## config.mk

```make
export PLATFORM = sky130hd
export DESIGN_NAME = mem_port_arbiter
export DESIGN_NICKNAME = d
export VERILOG_FILES = /design/src/rtl/mem_arb_pkg.sv /design/src/rtl/mem_arb_lat_timer.sv /design/src/rtl/mem_port_arbiter.sv
export SDC_FILE = /design/constraint.sdc
export NUM_CORES = 1
export LEC_CHECK = 0
export CORE_MARGIN = 1
export CORE_UTILIZATION = 25
export CTS_CLUSTER_SIZE = 30
export DETAILED_ROUTE_END_ITERATION = 10
export GPL_TIMING_DRIVEN = 1
export SLEW_MARGIN = 20
export SYNTH_ARGS = -nofsm -noshare
export SYNTH_HDL_FRONTEND = slang
export SYNTH_SLANG_ARGS = --single-unit
```

## constraint.sdc

```tcl
create_clock -name iClkCPU -period 1.8 [get_ports iClkCPU]
set_clock_uncertainty 0.1 [all_clocks]
set_input_delay 0.36 -clock iClkCPU [delete_from_list [all_inputs] [get_ports iClkCPU]]
set_output_delay 0.36 -clock iClkCPU [all_outputs]
set_load 0.01 [all_outputs]
```

## src/rtl/mem_arb_pkg.sv

```systemverilog
// Shared types and sizing helpers for the unified-memory port arbiter.
package mem_arb_pkg;

  typedef enum logic [1:0] {
    IDLE  = 2'd0,
    ISSUE = 2'd1,
    WAIT  = 2'd2,
    DONE  = 2'd3
  } arb_state_e;

  typedef enum logic {
    OWN_I = 1'b0,
    OWN_D = 1'b1
  } arb_owner_e;

  // Bits needed to hold values 0..lat inclusive.
  function automatic int MEM_LAT_W(input int lat);
    return (lat < 1) ? 1 : $clog2(lat + 1);
  endfunction

endpackage

```

## src/rtl/mem_arb_lat_timer.sv

```systemverilog
// Memory latency down-counter: loads MEM_LAT-1, decrements while enabled, flags zero.
module mem_arb_lat_timer
  import mem_arb_pkg::*;
#(
  parameter int MEM_LAT = 3
) (
  input  logic clk,
  input  logic rst_n,
  input  logic load,
  input  logic dec,
  output logic expired
);

  localparam int CNT_W = MEM_LAT_W(MEM_LAT);
  localparam logic [CNT_W-1:0] CNT_INIT = CNT_W'(MEM_LAT - 1);

  logic [CNT_W-1:0] cnt_q, cnt_d;

  always_comb begin
    if (load) begin
      cnt_d = CNT_INIT;
    end else if (dec && (cnt_q != {CNT_W{1'b0}})) begin
      cnt_d = cnt_q - CNT_W'(1);
    end else begin
      cnt_d = cnt_q;
    end
  end

  always_ff @(posedge clk) begin
    if (!rst_n) begin
      cnt_q <= {CNT_W{1'b0}};
    end else begin
      cnt_q <= cnt_d;
    end
  end

  assign expired = (cnt_q == {CNT_W{1'b0}});

endmodule

```

## src/rtl/mem_port_arbiter.sv

```systemverilog
// Arbitrates one fixed-latency unified memory between IF and MEM pipeline ports.
// Optional IF starvation guard enabled by defining MEMARB_STARVE_GUARD_EN.
module mem_port_arbiter
  import mem_arb_pkg::*;
#(
  parameter int MEM_LAT      = 3,
  parameter int MAX_D_STREAK = 4
) (
  input  logic        iClkCPU,
  input  logic        iRST,
  input  logic        iIReq,
  input  logic [31:0] iIAddr,
  input  logic        iIFlush,
  output logic [31:0] oIRData,
  output logic        oIDone,
  input  logic        iDReq,
  input  logic        iDWE,
  input  logic [31:0] iDAddr,
  input  logic [31:0] iDWData,
  output logic [31:0] oDRData,
  output logic        oDDone,
  output logic [31:0] oMemAddr,
  output logic [31:0] oMemWData,
  output logic        oMemRE,
  output logic        oMemWE,
  input  logic [31:0] iMemRData,
  output logic        oStallIF,
  output logic        oStallMEM
);

  arb_state_e  state_q, state_d;
  arb_owner_e  owner_q, owner_d;
  logic        we_q, we_d;
  logic        cancel_q, cancel_d;
  logic [31:0] mem_addr_q, mem_addr_d;
  logic [31:0] mem_wdata_q, mem_wdata_d;
  logic [31:0] i_rdata_q, i_rdata_d;
  logic [31:0] d_rdata_q, d_rdata_d;
  logic        mem_re_q, mem_re_d;
  logic        mem_we_q, mem_we_d;
  logic        i_done_q, i_done_d;
  logic        d_done_q, d_done_d;

  logic ireq_ok, gnt_data, gnt_inst, starve_i, flush_hit;
  logic timer_load, timer_dec, lat_expired;

  assign ireq_ok    = iIReq & ~iIFlush;
  assign flush_hit  = (owner_q == OWN_I) & iIFlush;
  assign timer_load = (state_q == ISSUE);
  assign timer_dec  = (state_q == WAIT);

  mem_arb_lat_timer #(.MEM_LAT(MEM_LAT)) u_lat_timer (
    .clk     (iClkCPU),
    .rst_n   (iRST),
    .load    (timer_load),
    .dec     (timer_dec),
    .expired (lat_expired)
  );

`ifdef MEMARB_STARVE_GUARD_EN
  localparam int STREAK_W = MEM_LAT_W(MAX_D_STREAK);
  localparam logic [STREAK_W-1:0] STREAK_MAX = STREAK_W'(MAX_D_STREAK);

  logic [STREAK_W-1:0] streak_q, streak_d;

  assign starve_i = ireq_ok & (streak_q == STREAK_MAX);

  // Streak only moves on IDLE decisions; a waiting IF is what makes a D grant count.
  always_comb begin
    if (state_q != IDLE) begin
      streak_d = streak_q;
    end else if (gnt_inst || !ireq_ok) begin
      streak_d = {STREAK_W{1'b0}};
    end else if (gnt_data && (streak_q != STREAK_MAX)) begin
      streak_d = streak_q + STREAK_W'(1);
    end else begin
      streak_d = streak_q;
    end
  end

  always_ff @(posedge iClkCPU) begin
    if (!iRST) begin
      streak_q <= {STREAK_W{1'b0}};
    end else begin
      streak_q <= streak_d;
    end
  end
`else
  assign starve_i = 1'b0;
`endif

  // Data side wins ties: it belongs to the older instruction in the pipeline.
  assign gnt_data = iDReq & ~starve_i;
  assign gnt_inst = ~gnt_data & ireq_ok;

  always_comb begin
    state_d     = state_q;
    owner_d     = owner_q;
    we_d        = we_q;
    cancel_d    = cancel_q;
    mem_addr_d  = mem_addr_q;
    mem_wdata_d = mem_wdata_q;
    i_rdata_d   = i_rdata_q;
    d_rdata_d   = d_rdata_q;
    mem_re_d    = 1'b0;
    mem_we_d    = 1'b0;
    i_done_d    = 1'b0;
    d_done_d    = 1'b0;
    case (state_q)
      IDLE: begin
        cancel_d = 1'b0;
        if (gnt_data) begin
          state_d     = ISSUE;
          owner_d     = OWN_D;
          we_d        = iDWE;
          mem_addr_d  = iDAddr;
          mem_wdata_d = iDWData;
          mem_re_d    = ~iDWE;
          mem_we_d    = iDWE;
        end else if (gnt_inst) begin
          state_d    = ISSUE;
          owner_d    = OWN_I;
          we_d       = 1'b0;
          mem_addr_d = iIAddr;
          mem_re_d   = 1'b1;
        end else begin
          state_d = IDLE;
        end
      end
      ISSUE: begin
        state_d  = WAIT;
        cancel_d = cancel_q | flush_hit;
      end
      WAIT: begin
        cancel_d = cancel_q | flush_hit;
        if (lat_expired) begin
          state_d = DONE;
          if (owner_q == OWN_D) begin
            d_done_d = 1'b1;
            if (!we_q) begin
              d_rdata_d = iMemRData;
            end else begin
              d_rdata_d = d_rdata_q;
            end
          end else if (!(cancel_q || iIFlush)) begin
            i_done_d  = 1'b1;
            i_rdata_d = iMemRData;
          end else begin
            i_done_d = 1'b0;
          end
        end else begin
          state_d = WAIT;
        end
      end
      DONE: begin
        state_d  = IDLE;
        cancel_d = cancel_q | flush_hit;
      end
      default: begin
        state_d = IDLE;
      end
    endcase
  end

  always_ff @(posedge iClkCPU) begin
    if (!iRST) begin
      state_q     <= IDLE;
      owner_q     <= OWN_I;
      we_q        <= 1'b0;
      cancel_q    <= 1'b0;
      mem_addr_q  <= 32'h0000_0000;
      mem_wdata_q <= 32'h0000_0000;
      i_rdata_q   <= 32'h0000_0000;
      d_rdata_q   <= 32'h0000_0000;
      mem_re_q    <= 1'b0;
      mem_we_q    <= 1'b0;
      i_done_q    <= 1'b0;
      d_done_q    <= 1'b0;
    end else begin
      state_q     <= state_d;
      owner_q     <= owner_d;
      we_q        <= we_d;
      cancel_q    <= cancel_d;
      mem_addr_q  <= mem_addr_d;
      mem_wdata_q <= mem_wdata_d;
      i_rdata_q   <= i_rdata_d;
      d_rdata_q   <= d_rdata_d;
      mem_re_q    <= mem_re_d;
      mem_we_q    <= mem_we_d;
      i_done_q    <= i_done_d;
      d_done_q    <= d_done_d;
    end
  end

  assign oIRData   = i_rdata_q;
  assign oIDone    = i_done_q;
  assign oDRData   = d_rdata_q;
  assign oDDone    = d_done_q;
  assign oMemAddr  = mem_addr_q;
  assign oMemWData = mem_wdata_q;
  assign oMemRE    = mem_re_q;
  assign oMemWE    = mem_we_q;
  assign oStallIF  = iIReq & ~i_done_q & ~iIFlush;
  assign oStallMEM = iDReq & ~d_done_q;

endmodule
```

==> flow_results.org <==
** Status
- The flow ran to the end, and the final reports show no timing, DRC or antenna violations.

** Min path
- Hold path startpoint :: iRST
- Hold WC Path Type :: input port to register

** Logic synthesis
- Most numerous cell in the Yosys netlist :: nand2_1
- Dividing the synthesized area by the synthesized cell count gives 9.365 um2.
- Sorting the synthesized cells by area gives the leading types as dfxtp_1 (48%), nand2_1 (13%), mux2i_1 (11%).
- Top cells by count, synth :: nand2_1 (197), dfxtp_1 (139), a21boi_1 (65), mux2i_1 (65)
- Async SR Flop Fraction :: 0%
- Synthesis produced 623 cells.
- For this run, the leading register cell type out of synthesis is dfxtp_1.
- Counting every net in the synthesized netlist gives 764.
- In this run, synthesis produced a sequential element count of 139.
- Number of enable flip-flop cells after synthesis :: 0
- Post-synthesis instance area :: 5834 um2
- Count of warnings emitted by yosys :: 0
- Cell type with the largest total area after synthesis :: dfxtp_1
- Number of different library cells in the post-synthesis netlist :: 28
- Portion of synthesized cell area occupied by the leading cell type :: around 48%
- For this run, the register share of the synthesized area comes to 47.69%.

** Setup path
- Critical path buffers and inverters :: 1
- Cell family with most CP delay :: buffers and inverters
- Slowest CP cell :: clkdlybuf4s50_1
- Type of the worst setup path :: register to primary output
- Largest stage delay on the critical path :: 0.56 ns
- Data on the critical path arrives at its endpoint at 1.30 ns.
- Ordered cell list for the critical path :: clkdlybuf4s50_1
- The startpoint identified for the worst register-to-register timing path is state_q[0].
- Worst-path fanout max :: 2
- Type of element launching the critical path :: register
- Critical path origin :: oIRData[30]
- CP required :: 1.34 ns
- Critical Path End Type :: primary output

** Drt
- WL per Instance :: 14.29 um
- Vias per cell :: roughly 4.3
- Detailed Route WL :: 17.12 mm
- After the first detailed-routing iteration, the DRC count stood at between 200 and 300.
- For this run, design rule violations remaining after detail routing come to 0.
- Remaining antenna violation count after routing :: 0
- Count of TritonRoute iterations in the first routing pass :: 6
- Detailed routing inserted a total of 5134 vias.

** Floorplan
- The die is 154.8 um wide.
- The core region is roughly 23000 um2.
- Starting density of the core :: 25.61%
- The initialized floorplan defines 55 standard-cell rows.
- Height of the die :: ~150 um
- I/O pin count :: 268
- The floorplan step defined a die boundary enclosing 23950 um2.

** STA
- Worst-margin pin slew :: 0.3894 ns
- Hold Vio Cnt, Final :: 0
- Final number of setup-violating endpoints :: 0
- The number of pins exceeding their max-slew limit in the final report was 0.
- Post-layout min period :: 1.760 ns
- Worst slack on hold paths :: about 0.35 ns
- Part of the cycle the worst path needs :: 97.77%
- Based on the critical path, the design can be clocked at up to 568.2 MHz.
- Max-slew headroom :: around three quarters

** GRT
- Global routing consumed, over all layers together, between 10 and 15% of the routing resources.
- Total congestion overflow after global routing :: 0
- Number of antenna violations at the first check in global routing :: 0
- The number of global-route vias before repair is a little over 5k.
- Largest net degree at the start of global routing :: 94
- The first global-routing pass estimated 27.80 mm of wire.

** Placed design
- Port buffering added approximately 270 buffers.
- The HPWL after detailed placement is 11.73 mm.
- Once placement finished, the instance area stood at 8830 um2.
- Once placement completed, the tool counted placed cells totaling 1166.
- GPL Wtd Cong :: between 0.7 and 0.8

** Cells and area
- Layout area overhead :: 65.15%
- Multi-input gate area in the final layout :: 2696 um2
- The repair_antennas step left the layout with diodes totalling 0.
- Fin nets :: 1013
- The sequential cells in the finished layout cover a total of ~2800 um2.
- Fraction of final layout cells with drive strength greater than 1 :: about 6.4%
- Count of non-filler cells in the finished layout :: 1198
- The layout has about 2.3k filler cells.
- Once layout is done, the placed cells without fillers occupy 9635 um2.

** Clocking
- Buffer depth of the longest clock path :: 2
- Hold buffers post-CTS :: 0
- The number of clock buffers added by TritonCTS is 17.
- Cell at the root of the clock tree :: clkbuf_16
- The later pin in the worst-skew pair is clocked with a latency of 0.41 ns.
- Clock edge transition at the registers on the reported setup and hold paths :: about 0.060 ns
- CTS saw 139 sinks.
- H-tree levels :: 4
- TritonCTS clock tree :: yes

** Power and ir drop
- Power spread over the standard cell area amounts to 962.9 nW/um2.
- Leakage power figure :: between 4 and 5 nW
- The completed layout was analyzed and its total power is 0.009278 W.
- IR analysis of the VDD net gives a maximum drop of 0.4965 mV.

** Run
- Maximum capacitance violations :: 0
worst paths after layout:
kind	end	slack [ns]	cells after the start
setup reg to reg	oDRData[3]	0.28	6
hold reg to reg	oDRData[1]	0.35	2
setup / recovery	oIRData[30]	0.04	1
hold / removal	oIRData[12]	0.35	4
flip-flops by register name, indices dropped and copies added, names as in the netlist:
register,flops
oDRData,32
u_lat_timer.cnt_q,2
oMemWE,1
oMemAddr,32
oIDone,1
oIRData,32
cancel_q,1
oMemRE,1
oMemWData,32
we_q,1
state_q,2
owner_q,1
oDDone,1
layer usage:
metal / vias up / part of all wire, % / GRT usage [%]
li1: 2619 / - / -
met1: 2349 / 45 / 18.24
met2: 151 / 48 / 24.22
met3: 15 / 5.6 / 4.175
met4: 0 / 1.5 / 4.762
met5: - / 0 / 0
through the flow:
step | setup slack, ns | setup TNS (ns) | util (%)
2_1_floorplan | 0.2041 | 0 | -
3_3_place_gp | -0.3154 | -15.21 | 38.76
3_5_place_dp | -0.2946 | -16.36 | 38.76
4_1_cts | 0.0002127 | 0 | 41.61
5_1_grt | -0.0006071 | -0.0006071 | 42.30
6_report | 0.04007 | 0 | 42.30
repair_timing:
action	4_1_cts	5_1_grt
resized for setup	30	66
setup endpoints to repair	29	66
setup buffers	0	0
where the power goes:
group	total (W)	switching, W	internal, W
sequential	0.00344	0.000116	0.00333
combinational	0.00176	0.000805	0.000956
clock	0.00408	0.00144	0.00263
placed cells by master (no fill, tap or decap), drive strengths merged, types with 3 or more instances in the layout:
master         count
nor2b              4
dlymetal6s2s      65
clkinv             3
mux2i             65
clkbuf            18
o211ai            32
a21boi            65
dfxtp            139
ha                 7
o211a             32
buf               22
dlygate4sd2       28
bufinv             6
and3               3
inv               11
clkdlybuf4s50    171
nand2            197
logic make-up after synthesis:
group,Yosys count,synth area share [%]
muxes,65,11.15
adders and majority gates,7,1.501
buffers and inverters,62,6.155
and+or+nand+nor,214,14.73
AOI/OAI and AO/OA,135,18.61
DFF,139,47.69
xor gates and xnor gates,1,0.1501
area by class of cell:
type / count / area share (%)
flip-flops and latches: 139 / 28.88
well taps: 313 / 4.064
multi-input cells: 422 / 27.98
clock buffers: 17 / 4.415
clock inverters: 15 / 2.675
repair buffers: 287 / 31.79
inverters: 5 / 0.1948
(Power assumes the default switching activity.)
